==> src/rtl/disp_sched.sv <==
// disp_sched: display scheduler for the LCD block viewer.
// Each request walks IDLE -> WAIT -> SHOW. IDLE captures the block number and
// launches the register-file or RAM read. WAIT holds the read address for
// RD_LAT cycles. SHOW registers the name/value pair and pulses display_valid.
// Handshake: display_valid is a one-cycle strobe with no ready. display_name
// and display_value are meaningful for the block captured in num_q while the
// strobe is high, and they hold that pair until the next strobe.
module disp_sched #(
    parameter int RD_LAT = 1
) (
    input  logic        clk,
    input  logic        resetn,
    input  logic [5:0]  display_number,
    input  logic        input_valid,
    input  logic [31:0] input_value,
    input  logic [31:0] pc,
    input  logic        sort_over,
    output logic [4:0]  t_reg_addr,
    input  logic [31:0] t_reg_data,
    output logic [4:0]  t_ram_addr,
    input  logic [31:0] t_ram_data,
    output logic        display_valid,
    output logic [39:0] display_name,
    output logic [31:0] display_value
);

    localparam logic [1:0] ST_IDLE = 2'd0;
    localparam logic [1:0] ST_WAIT = 2'd1;
    localparam logic [1:0] ST_SHOW = 2'd2;

    // Value of wait_cnt on the last WAIT cycle.
    localparam logic [1:0] WAIT_LAST = 2'(RD_LAT - 1);

    logic [1:0]  state;
    logic [1:0]  wait_cnt;
    logic [5:0]  num_q;
    logic [4:0]  page;
    logic [31:0] cycle_cnt;

    logic        in_range;
    logic        is_reg;
    logic        is_ram;
    logic [4:0]  reg_idx;
    logic [4:0]  ram_idx;
    logic [39:0] show_name;
    logic [31:0] show_value;

    // Only the low five bits of the touch-screen value select the page.
    logic unused_bits;
    assign unused_bits = ^input_value[31:5];

    // Two ASCII hex digits for a 5-bit address: '0'/'1' then '0'..'F'.
    function automatic logic [15:0] hex2(input logic [4:0] a);
        logic [7:0] lo;
        lo = (a[3:0] < 4'd10) ? (8'h30 + {4'h0, a[3:0]}) : (8'h37 + {4'h0, a[3:0]});
        return {(a[4] ? 8'h31 : 8'h30), lo};
    endfunction

    // Decode the requested block and its read address. RAM addresses wrap mod 32.
    always_comb begin
        in_range = (display_number >= 6'd1) && (display_number <= 6'd44);
        is_reg   = (display_number >= 6'd3) && (display_number <= 6'd34);
        is_ram   = (display_number >= 6'd35) && (display_number <= 6'd44);
        reg_idx  = 5'(display_number - 6'd3);
        ram_idx  = page + 5'(display_number - 6'd35);
    end

    // Select the name/value pair for the captured block.
    always_comb begin
        show_name  = {"MEM", hex2(t_ram_addr)};
        show_value = t_ram_data;
        if (num_q == 6'd1) begin
            show_name  = "   PC";
            show_value = pc;
        end else if (num_q == 6'd2) begin
            show_name  = "CYCLE";
            show_value = cycle_cnt;
        end else if (num_q <= 6'd34) begin
            show_name  = {"REG", hex2(t_reg_addr)};
            show_value = t_reg_data;
        end
    end

    // Request FSM: capture, wait out read latency (abort on change), show.
    always_ff @(posedge clk) begin
        if (!resetn) begin
            state         <= ST_IDLE;
            wait_cnt      <= '0;
            num_q         <= '0;
            t_reg_addr    <= '0;
            t_ram_addr    <= '0;
            display_valid <= 1'b0;
            display_name  <= '0;
            display_value <= '0;
        end else begin
            display_valid <= 1'b0;
            case (state)
                ST_IDLE: begin
                    num_q    <= display_number;
                    wait_cnt <= '0;
                    if (in_range) begin
                        state <= ST_WAIT;
                        if (is_reg) begin
                            t_reg_addr <= reg_idx;
                        end else if (is_ram) begin
                            t_ram_addr <= ram_idx;
                        end
                    end
                end
                ST_WAIT: begin
                    if (display_number != num_q) begin
                        state <= ST_IDLE;
                    end else if (wait_cnt == WAIT_LAST) begin
                        state <= ST_SHOW;
                    end else begin
                        wait_cnt <= wait_cnt + 2'd1;
                    end
                end
                ST_SHOW: begin
                    display_valid <= 1'b1;
                    display_name  <= show_name;
                    display_value <= show_value;
                    state         <= ST_IDLE;
                end
                default: begin
                    state <= ST_IDLE;
                end
            endcase
        end
    end

    // Page register follows the touch screen in every state.
    always_ff @(posedge clk) begin
        if (!resetn) begin
            page <= '0;
        end else if (input_valid) begin
            page <= input_value[4:0];
        end
    end

    // Run-time cycle counter: counts until the program finishes, saturating.
    always_ff @(posedge clk) begin
        if (!resetn) begin
            cycle_cnt <= '0;
        end else if (!sort_over && (cycle_cnt != 32'hFFFF_FFFF)) begin
            cycle_cnt <= cycle_cnt + 32'd1;
        end
    end

endmodule

==> config.mk <==
export PLATFORM = sky130hd
export DESIGN_NAME = disp_sched
export DESIGN_NICKNAME = d
export VERILOG_FILES = /design/src/rtl/disp_sched.sv
export SDC_FILE = /design/constraint.sdc
export NUM_CORES = 1
export LEC_CHECK = 0
export ABC_AREA = 0
export ABC_CLOCK_PERIOD_IN_PS = 2790
export CORE_ASPECT_RATIO = 1.25
export CORE_UTILIZATION = 45
export DETAILED_ROUTE_END_ITERATION = 10
export PLACE_DENSITY = 0.82
export SETUP_SLACK_MARGIN = 0.3
export SYNTH_ARGS = -nofsm -noshare
export SYNTH_HDL_FRONTEND = slang
export SYNTH_SLANG_ARGS = --single-unit
==> constraint.sdc <==
create_clock -name clk -period 2.79 [get_ports clk]
set_input_delay 0.6975 -clock clk [delete_from_list [all_inputs] [get_ports clk]]
set_output_delay 0.6975 -clock clk [all_outputs]
set_load 0.02 [all_outputs]
== Yosys cells after proc, flatten, opt, wreduce, memory -nomap -nowiden ==
Cells that the tools add are included.

* Input bits: 138
* Register bits after elaboration: 130
* Output and inout port bits: 83

* Bitwise operators: 1
* Reductions and logical operators: 12
* Add/sub/neg operators: 9
* Equal/unequal tests: 10
* Order comparisons: 8
* Muxes and demuxes: 18

{| class="wikitable"
|+ Operators by type and width
! kind !! count
|-
| two-way mux 32 bit || 3
|-
| two-way mux 37 bit || 2
|-
| two-way mux 39 bit || 1
|-
| adder 32 x 1 -> 32 bit (second input constant) || 1
|-
| inequality test 32 bit (second input constant) || 1
|-
| adder 6 x 4 -> 7 bit (first input constant) || 4
|-
| less-or-equal comparator 6 bit (second input constant) || 3
|-
| two-way mux 7 bit || 2
|-
| two-way mux 2 bit || 5
|-
| subtractor 5 x 2 -> 5 bit (second input constant) || 2
|-
| less-than comparator 4 bit (second input constant) || 2
|-
| case mux 2 bit (2 select lines) || 2
|-
| == test 6 x 1 -> 1 bit (second input constant) || 1
|-
| == test 6 x 2 -> 1 bit (second input constant) || 1
|-
| >= comparator 6 x 1 -> 1 bit (second input constant) || 1
|-
| >= comparator 6 x 2 -> 1 bit (second input constant) || 1
|-
| >= comparator 6 bit (second input constant) || 1
|-
| inequality test 2 bit (second input constant) || 3
|-
| inequality test 6 bit || 1
|-
| AND reduction 3 bit || 2
|-
| adder 5 bit || 1
|-
| logical AND 1 bit || 4
|-
| zero test 2 bit || 2
|-
| AND reduction 4 bit || 1
|-
| other kinds (9) || 11
|}

== Depth between registers and ports, before layout ==
* Depth after elaboration: 5
* Depth in mapped cells: 10
* Depth with buffers taken out: 9

== Worst setup path before layout ==
No wires, ideal clock.

* Path type: input-to-reg
* Start: input display_number[2]
* End: register t_ram_addr[4]
* Data required time: 2.662 ns
* Cell stages on the path: 10
* Setup time: 0.128 ns
* Data arrival time: 2.112 ns
* Slack: 0.551 ns
* Buffers on the path: 1
* Cell sequence: buf_2 > inv_1 > ha_1 > inv_1 > ha_1 > a21o_1 > a21oi_1 > xnor2_1 > mux2i_1 > nor2_1

* Longest elaborated chain between the ends: 4

{| class="wikitable"
|+ Ends and longest elaborated chain
! element !! line !! text
|-
| start, declared || 13 || <nowiki>input logic [5:0] display_number,</nowiki>
|-
| branches (longest 4 deep; another with subtractor 5 x 2 -> 5 bit) || - ||
|-
| end signal, assigned || 106 || <nowiki>t_ram_addr <= ram_idx;</nowiki>
|-
| end, declared || 20 || <nowiki>output logic [4:0] t_ram_addr,</nowiki>
|}

Parallel ways; which one is timed is not known.
A chain may end at the register's enable or synchronous reset.

== Worst setup path after layout ==
* Start: input sort_over
* End: register cycle_cnt[19]

* Longest elaborated chain between the ends: 2

{| class="wikitable"
|+ Ends and longest elaborated chain
! element !! line !! text
|-
| start, declared || 17 || <nowiki>input logic sort_over,</nowiki>
|-
| zero test 1 bit || 145 || <nowiki>end else if (!sort_over && (cycle_cnt != 32'hFFFF_FFFF)) begin</nowiki>
|-
| logical AND 1 bit || 145 ||
|-
| end signal, assigned || 146 || <nowiki>cycle_cnt <= cycle_cnt + 32'd1;</nowiki>
|-
| end, declared || 38 || <nowiki>logic [31:0] cycle_cnt;</nowiki>
|}

No other way between the ends.

==> results.json <==
{
  "async_reset_ff_share_pct": 0,
  "end_kind": "flop",
  "antenna_found_initial": 0,
  "synth_edf_count": 0,
  "pre_cts_slack_ns": -0.0800,
  "gp_congestion": 0.949,
  "yosys.area.top_type": "dfxtp_1",
  "drive_above_1_share_pct": 7.04,
  "die_x_um": 103,
  "crit_path_max_fanout": 9,
  "cap_violations": 0,
  "seq_area_um2": 2160,
  "fp-row-count": 45,
  "fin_area_um2": 7980,
  "syn_avg_cell_area_um2": 8.52,
  "cp_slowest_cell": "or3_1",
  "relSlewSlack_pct": 37.1,
  "root_buffer": "clkbuf_16",
  "ys_seq_elements": 108,
  "crit_arrival_ns": 2.55,
  "post_dp_cell_area_um2": 7690,
  "ys_top_cells_by_area": "dfxtp_1 37%, xnor2_1 5.6%, a21oi_1 4.2%",
  "cts_made_buffers": 9,
  "worst-path-buf-inv": 1,
  "layout_commonest_cell": "clkdlybuf4s50_1",
  "skew_ns": 0.00762,
  "insertion_delay_ns": 0.35,
  "synth_xor_area_share_pct": 5.75,
  "grt_pass1_vias": 5645,
  "dieArea_um2": 13300,
  "ys.flop_type": "dfxtp_1",
  "synthAdderAreaFrac_pct": 3.59,
  "ctsLongestPathBuffers": 2,
  "num_io_pins": 221,
  "yosysUniqueCellTypes": 60,
  "port_buffers": 185,
  "htree_levels": 3,
  "p_per_area_nw_per_um2": 414,
  "syn-cell-area_um2": 5790,
  "seq_area_frac_synth_pct": 37.4,
  "syn_inst": 679,
  "ant_nets": 0,
  "grt_pass1_wl_um": 27200,
  "cts_tree": "yes",
  "drt-total-wl_um": 17800,
  "area_delta_synth_final_pct": 37.9,
  "setup_ws_ns": 0.485,
  "drc": 0,
  "grt_max_degree": 49,
  "yosys.area_share.simple_pct": 18.8,
  "worstSetupPathType": "in -> reg",
  "finalSetupTns_ns": 0,
  "min_period_ns": 2.30,
  "synth_top_area_share_pct": 37.4,
  "power_mw": 3.31,
  "rsz0062_at_grt": "false",
  "vias": 5715,
  "finalNetCount": 988,
  "hold_viol_final": 0,
  "synth_top_family_by_area": "compound AO/OA/AOI/OAI gates",
  "start_util_pct": 46.9,
  "cts_hold_buf": 0,
  "core_area_um2": 12300,
  "drt_pass1_iterations": 5,
  "wl_per_cell_um": 17.7,
  "path_cells": "clkdlybuf4s50_1, or3_1, a211oi_1, nand3_1, mux2i_1",
  "start_kind": "primary input",
  "hpwl_um": 13100,
  "multiInputGateArea_um2": 3190,
  "period_share_pct": 82.6,
  "worst_pin_slew_ns": 0.943,
  "die_h_um": 129,
  "reg2reg_slack_ns": 0.53,
  "overflow": 0,
  "cts_sinks": 108,
  "irDropWorstVdd_mv": 0.264,
  "vias_per_cell": 5.70,
  "clk_pin_slew_ns": 0.07,
  "leakage_nw": 2.92,
  "synth_mux_area_share_pct": 3.63,
  "clock.fmax_mhz": 434,
  "final_cell_mix": "183 x clkdlybuf4s50_1, 108 x dfxtp_1, 60 x nor2_1, 49 x a21oi_1",
  "status": "finished clean",
  "min_path_type": "reg -> reg",
  "finalSetupViolCount": 0,
  "yosysWarnings": 0,
  "grt_usage_pct": 26.5,
  "synth_compound_area_share_pct": 22.5,
  "antenna_cells": 0,
  "detail_route.iter0.violations": 282,
  "worst_ep_required_time_ns": 3.03,
  "fillCellCount": 1012,
  "postLayoutCoreUtil_pct": 64.7,
  "cpPeakStageDelay_ns": 0.57,
  "path_delay_family": "simple AND/OR/NAND/NOR gates",
  "drv_slew": 0
}
## worst min-delay path: stages, from the launching register on
cell     delay [ns]
dfxtp_1        0.31
nand2_1        0.05
a21oi_1        0.05
## power by group
group          switching, mW  internal [mW]
Sequential            0.0416           1.57
Clock                  0.565          0.650
Combinational          0.216          0.267
Total                  0.823           2.49
## worst paths after layout
kind	startpoint	endpoint	cells after the start
setup / recovery	sort_over	cycle_cnt[19]	5
hold / removal	display_name[4]	display_name[4]	2
setup reg to reg	num_q[5]	display_name[8]	6
hold reg to reg	display_name[4]	display_name[4]	2
## sequential cells by signal (all words and copies together) (netlist names)
register       flops
cycle_cnt         32
num_q              6
display_valid      1
state              2
wait_cnt           2
t_reg_addr         5
t_ram_addr         5
display_value     32
page               5
display_name      18
## what timing repair did
| item | CTS | global route |
|---|---|---|
| setup buffers | 0 | 0 |
| pin swaps | 1 | 1 |
| setup endpoints to repair | 1 | 5 |
| gates resized for setup | 0 | 4 |
## per-layer routing
layer	share of wire [%]	vias up	track usage [%]
li1	-	2752	-
met4	2.5	0	10.6
met5	0	-	0
met1	39	2738	29.4
met2	54	189	49.0
met3	5.0	36	4.73
## synthesized netlist by cell type (all sizes together) (3+ instances only)
master,count
a2111oi,4
a211oi,20
a21o,3
a21oi,49
a221oi,28
a222oi,3
a22oi,27
and2,3
and3,19
and4,7
buf,41
clkbuf,32
dfxtp,108
ha,15
inv,24
mux2i,21
nand2,41
nand2b,11
nand3,18
nand4,14
nor2,62
nor2b,3
nor3,6
nor4,6
nor4b,4
o211a,3
o21ai,41
or2,3
or3,3
xnor2,37
## cell families after synthesis
group	count (synthesis)
other	1
adder cells (fa/ha/maj)	16
AND/OR/NAND/NOR	206
buffers and inverters	97
multiplexers	21
XOR/XNOR	38
flip-flops	108
AO/OA/AOI/OAI	192
## area by class of cell
cell class / instances / share of cell area, %
tap: 164 / 2.57
timing repair buffer: 210 / 25.8
clock inverter: 3 / 0.282
multi-input combinational: 481 / 39.9
clock buffer: 12 / 3.21
sequential: 108 / 27.1
inverter: 24 / 1.13
## through the flow
stage          hold slack (ns)  std cells
3_5_place_dp             0.447        987
6_report                 0.456       1002
2_1_floorplan            0.423        686
4_1_cts                  0.458       1002
3_3_place_gp             0.435        987
5_1_grt                  0.486       1002
(Power assumes the default switching activity.)
